[src/rtl/seq_divider.sv]
// rtl/seq_divider.sv - sequential unsigned restoring divider, one quotient bit per cycle
module seq_divider #(
  parameter int size = 4
) (
  input  logic            clk,
  input  logic            rst,
  input  logic            start,
  input  logic [size-1:0] dividend,
  input  logic [size-1:0] divisor,
  output logic            busy,
  output logic            done,
  output logic [size-1:0] quotient,
  output logic [size-1:0] remainder,
  output logic            div_by_zero
);

  localparam int cw = $clog2(size);

  typedef enum logic [1:0] {IDLE, RUN, DONE} state_t;

  state_t          state, state_nx;
  logic [cw-1:0]   cnt;
  logic [size-1:0] dvd;
  logic [size-1:0] dvs;
  logic [size-1:0] r;

  logic [size:0]   t;
  logic            borrow;
  logic [size-1:0] diff;
  logic [size-1:0] r_nx;
  logic [size-1:0] dvd_nx;
  logic            accept;
  logic            last;

  // Partial remainder stays below the divisor, so it fits in size bits; the
  // dividend register shifts out dividend bits and shifts in quotient bits.
  always_comb begin
    t      = {r, dvd[size-1]};
    borrow = t < {1'b0, dvs};
    diff   = t[size-1:0] - dvs;
    r_nx   = borrow ? t[size-1:0] : diff;
    dvd_nx = {dvd[size-2:0], ~borrow};
    accept = start && (state == IDLE || state == DONE);
    last   = (cnt == cw'(size - 1));
  end

  always_comb begin
    state_nx = state;
    if (accept) begin
      state_nx = (divisor == '0) ? DONE : RUN;
    end else begin
      case (state)
        IDLE:    state_nx = IDLE;
        RUN:     state_nx = last ? DONE : RUN;
        DONE:    state_nx = IDLE;
        default: state_nx = IDLE;
      endcase
    end
  end

  always_ff @(posedge clk) begin
    if (rst) begin
      state       <= IDLE;
      cnt         <= '0;
      dvd         <= '0;
      dvs         <= '0;
      r           <= '0;
      quotient    <= '0;
      remainder   <= '0;
      div_by_zero <= 1'b0;
    end else begin
      state <= state_nx;
      if (accept) begin
        if (divisor != '0) begin
          dvd         <= dividend;
          dvs         <= divisor;
          r           <= '0;
          cnt         <= '0;
          div_by_zero <= 1'b0;
        end else begin
          quotient    <= '1;
          remainder   <= dividend;
          div_by_zero <= 1'b1;
        end
      end else if (state == RUN) begin
        r   <= r_nx;
        dvd <= dvd_nx;
        cnt <= cnt + cw'(1);
        if (last) begin
          quotient  <= dvd_nx;
          remainder <= r_nx;
        end
      end
    end
  end

  assign busy = (state == RUN);
  assign done = (state == DONE);

endmodule

[config.mk]
export PLATFORM = sky130hd
export DESIGN_NAME = seq_divider
export DESIGN_NICKNAME = d
export VERILOG_FILES = /design/src/rtl/seq_divider.sv
export SDC_FILE = /design/constraint.sdc
export NUM_CORES = 1
export LEC_CHECK = 0
export BUFFER_PORTS_ARGS = -buffer_cell sky130_fd_sc_hd__buf_2
export CAP_MARGIN = 0
export CORE_ASPECT_RATIO = 1.2
export CORE_MARGIN = 8
export CORE_UTILIZATION = 30
export CTS_BUF_LIST = sky130_fd_sc_hd__clkbuf_4 sky130_fd_sc_hd__clkbuf_8
export CTS_CLUSTER_SIZE = 40
export DETAILED_ROUTE_END_ITERATION = 8
export PLACE_DENSITY = 0.48
export SYNTH_ARGS = -nofsm -noshare
export SYNTH_HDL_FRONTEND = slang
export SYNTH_SLANG_ARGS = --single-unit
[constraint.sdc]
create_clock -name clk -period 5.5 [get_ports clk]
set_input_delay 1.1 -clock clk [delete_from_list [all_inputs] [get_ports clk]]
set_output_delay 1.1 -clock clk [all_outputs]
set_load 0.05 [all_outputs]
# [Yosys cells after proc, flatten, opt, wreduce, memory -nomap -nowiden]
# Index checks and enable logic that the tools add are counted.
[word_totals] ff_bits=25 latchBits=0 ramBits=0 mem_bits_ro=0 input_bits=11 output_inout_bits=11 n_memories=0
[op_classes] add_sub_neg=2 mul=0 div_mod_pow=0 order_cmp=1 eq_ne=5 shift=0 muxes=23 bitwise=1 n_reduce_logical=10
[ops] cell="4-bit 2-to-1 mux" count=15
[ops] cell="2-bit 2-to-1 mux" count=7
[ops] cell="5-bit by 4-bit less-than comparator with 1-bit output" count=1
[ops] cell="2-bit equality test (second input constant)" count=2
[ops] cell="4-bit zero test" count=1
[ops] cell="2-bit AND reduction" count=2
[ops] cell="2-bit nonzero test" count=2
[ops] cell="4-bit nonzero test" count=1
[ops] cell="4-bit subtractor" count=1
[ops] cell="3-bit AND reduction" count=1
[ops] cell="2-bit by 1-bit adder with 2-bit output (second input constant)" count=1
[ops] cell="2-bit by 1-bit equality test with 1-bit output (second input constant)" count=1
[ops] cell="2-bit zero test" count=1
[ops] cell="2-bit by 1-bit != test with 1-bit output (second input constant)" count=1
[ops] cell="2-bit != test (second input constant)" count=1
[ops] cell="1-bit logical AND" count=1
[ops] cell="1-bit logical OR" count=1
[ops] cell="1-bit 2-to-1 mux" count=1
[ops] cell="1-bit inverter" count=1

# [Logic depth before layout (Yosys ltp)]
[depth] depth_word=5 depth_mapped=8

# [Worst setup path before layout]
# No wires, ideal clock.
[synth_path] path_kind="input -> register" from="input port divisor[3]" to="register remainder[3]" setup_time_ns=0.088 arrival_ns=2.227 required_ns=5.412 setup_slack_ns=3.185 cell_stages=5 path_buffers=1 path_cell_list="or4_4 > o21ai_4 > buf_6 > nor2_2 > a311oi_2"
[synth_via] elab_chain_len=3
[synth_rtl] element="start: declaration" line="9" text="input logic [size-1:0] divisor,"
[synth_rtl] element="4-bit nonzero test" line="74" text="if (divisor != '0) begin"
[synth_rtl] element="2-bit != test (no line)"
[synth_rtl] element="3-bit AND reduction (no line)"
[synth_rtl] element="end signal: assignment" line="82" text="remainder <= dividend;"
[synth_rtl] element="end signal: assignment" line="91" text="remainder <= r_nx;"
[synth_rtl] element="end: declaration" line="13" text="output logic [size-1:0] remainder,"
# Every way passes these cells.
# A chain may end at the register's enable or synchronous reset.

# [Worst setup path in the final report]
[layout_path] from="register state[1]" to="output port busy"
[layout_via] elab_chain_len=1
[layout_rtl] element="start: declaration" line="21" text="state_t state, state_nx;"
[layout_rtl] element="start signal: assignment" line="72" text="state <= state_nx;"
[layout_rtl] element="2-bit by 1-bit equality test with 1-bit output" line="97" text="assign busy = (state == RUN);"
[layout_rtl] element="end: declaration" line="10" text="output logic busy,"
# Every way passes these cells.

==> impl_metrics.json <==
{
  "worstSkewPairLatency_ns": 0.27,
  "fp-row-count": 25,
  "postLayoutCoreUtil_pct": 35.49,
  "synthCells": 133,
  "dp_hpwl_um": 2296,
  "finalSetupViolCount": 0,
  "cp.buffers_inverters": 2,
  "relSlewSlack_pct": 45.95,
  "yosysSeqAreaShare_pct": 41.62,
  "ff_latch_area_sq_um": 500.5,
  "final_area_sq_um": 1388,
  "die_w_um": 73.79,
  "n_antenna_cell": 0,
  "worst_path_max_delay_cell": "dfxtp_1",
  "min_period_ns": 2.541,
  "peakVddDrop_uv": 111.3,
  "overflow": 0,
  "min_period_over_period_pct": 46.20,
  "synthFlopType": "dfxtp_1",
  "maxSlewViolCount": 0,
  "max_freq_ghz": 0.3935,
  "cts_resized": 0,
  "hp-class": "reg2reg",
  "worst_slew_pin_slew_ns": 0.8091,
  "num_vias": 1012,
  "critPathLaunchType": "flip-flop",
  "dieHeight_um": 85.35,
  "core_sq_um": 3910,
  "critPathMaxStageDelay_ns": 0.33,
  "syn_area_sq_um": 1202,
  "p_per_area_nw_per_um2": 284.3,
  "critPathRequiredTime_ns": 4.40,
  "final_cell_mix": "25 x dfxtp_1, 21 x buf_2, 16 x nor2_1",
  "final.setup_skew_ns": 0.007499,
  "crit_chain": "nand2b_1, inv_1, buf_2",
  "drive_gt1_share_pct": 24.50,
  "grt_pass1_wl_um": 4954,
  "async_flop_share_pct": 0,
  "min_path_cells": 2,
  "path_depth": 3,
  "cts_setup_buffers": 0,
  "drv_cap": 0,
  "crit_fanout": 8,
  "fillers": 404,
  "drc_errors": 0,
  "cp_top_family": "buffers and inverters",
  "avgViaCountPerCell": 4.937,
  "cts_root_buffer": "clkbuf_8",
  "rsz0062_at_grt": "false",
  "port_buffers": 21,
  "area_growth_pct": 15.40,
  "cts_tree": "yes",
  "wl_per_cell_um": 14.37,
  "antenna_found_initial": 0,
  "final_common_cell": "dfxtp_1",
  "grtUsageTotal_pct": 9.874,
  "status": "complete, no violations",
  "htree_levels": 1,
  "synth_edf_count": 0,
  "ant_nets": 0,
  "finalWeightedCongestion": 0.7660,
  "worstPathArrival_ns": 1.44,
  "clockBufferDepth": 2,
  "cts_buffers": 3,
  "placedInstanceArea_sq_um": 1339,
  "drtPass1Iterations": 4,
  "ys_types": 41,
  "power.leakage_uw": 0.0005554,
  "initial_utilization_pct": 30.75,
  "numClockSinks": 25,
  "grt_pass1_vias": 1051,
  "drt-initial-drc-count": 99,
  "ios": 22,
  "end_kind": "output port",
  "p_total_uw": 394.5,
  "ys_ff_latch": 25,
  "clk_pin_slew_ns": 0.10,
  "setup.worst_path.class": "reg2out",
  "reg2reg_depth": 7,
  "die_area_sq_um": 6298,
  "ys_warn_count": 0,
  "grt_start_max_net_pins": 24,
  "finalSetupTns_ns": 0,
  "multi_input_area_sq_um": 639.4,
  "final_hold_viol_count": 0,
  "syn_nets": 150,
  "syn_avg_cell_area_sq_um": 9.041,
  "cts_hold_buffers": 0,
  "drt-total-wl_um": 2945,
  "fin_nets": 169
}
-- where the power goes --
| group | total (uW) | switching [uW] | internal (uW) | leakage [uW] |
|---|---|---|---|---|
| clock | 114 | 62.3 | 51.4 | 0.0000217 |
| sequential | 199 | 7.64 | 191 | 0.000204 |
| combinational | 82.0 | 52.4 | 29.6 | 0.000330 |
| total | 395 | 122 | 272 | 0.000555 |
-- worst min-delay path: stages (launching register included) --
cell and delay (ns):
dfxtp_1 0.34, nand2_1 0.06, a21oi_1 0.05
-- per-layer routing --
layer / GRT usage (%) / part of all wire, % / up-vias
met4: 2.732 / 0.48 / 0
met5: 0 / 0 / -
met3: 3.184 / 6.6 / 2
met2: 16.40 / 46 / 26
li1: - / - / 514
met1: 11.65 / 46 / 470
-- cells in the mapped netlist, types with 3 or more instances --
master	instances	area, sq um
a21oi_1	6	30.03
a22oi_1	4	30.03
a311oi_1	3	26.28
clkbuf_1	4	15.01
dfxtp_1	25	500.5
ha_1	5	62.56
inv_1	6	22.52
nand2_1	13	48.80
nand3_1	3	15.01
nor2_1	16	60.06
nor2b_1	3	18.77
nor3b_1	3	22.52
o21ai_1	3	15.01
o221a_2	3	33.78
o31ai_1	5	37.54
-- cell families after synthesis --
kind of cell	after synthesis	share of synthesized area [%]
mux	2	1.769
simple gates	52	22.48
flops	25	41.62
xor+xnor	1	0.7285
compound gates	33	21.33
fa+ha+maj	6	6.868
buf+inv	14	5.202
-- state kept, by name, summed over array words and instances, names as in the netlist --
register     count
state            2
div_by_zero      1
r                4
cnt              2
dvs              4
remainder        4
dvd              4
quotient         4
-- worst paths after layout --
check	startpoint	endpoint	slack, ns
min	dvd[0]$_SDFFE_PP0P_	dvd[0]$_SDFFE_PP0P_	0.48
max	state[1]$_SDFF_PP0_	busy	2.96
max reg2reg	dvs[1]$_SDFFE_PP0P_	r[0]$_SDFFE_PP0P_	3.33
min reg2reg	dvd[0]$_SDFFE_PP0P_	dvd[0]$_SDFFE_PP0P_	0.48
-- layout make-up --
| cell class | instances | area share [%] |
|---|---|---|
| clock buffers | 3 | 2.976 |
| flip-flops and latches | 25 | 36.07 |
| repair buffers | 21 | 7.574 |
| multi-input cells | 94 | 46.08 |
| clock inverters | 1 | 0.5410 |
| well taps | 54 | 4.869 |
| inverters | 7 | 1.894 |
-- stage by stage --
stage                     setup WS [ns]  std cells  hold slack (ns)
after floorplan                   3.185        133           0.4453
after global placement            2.843        201           0.4716
after detailed placement          2.721        201           0.4688
after CTS                         2.938        205           0.4834
after global routing              2.794        205           0.5112
final                             2.959        205           0.4811
No activity file was read; power rests on OpenSTA's default activity.
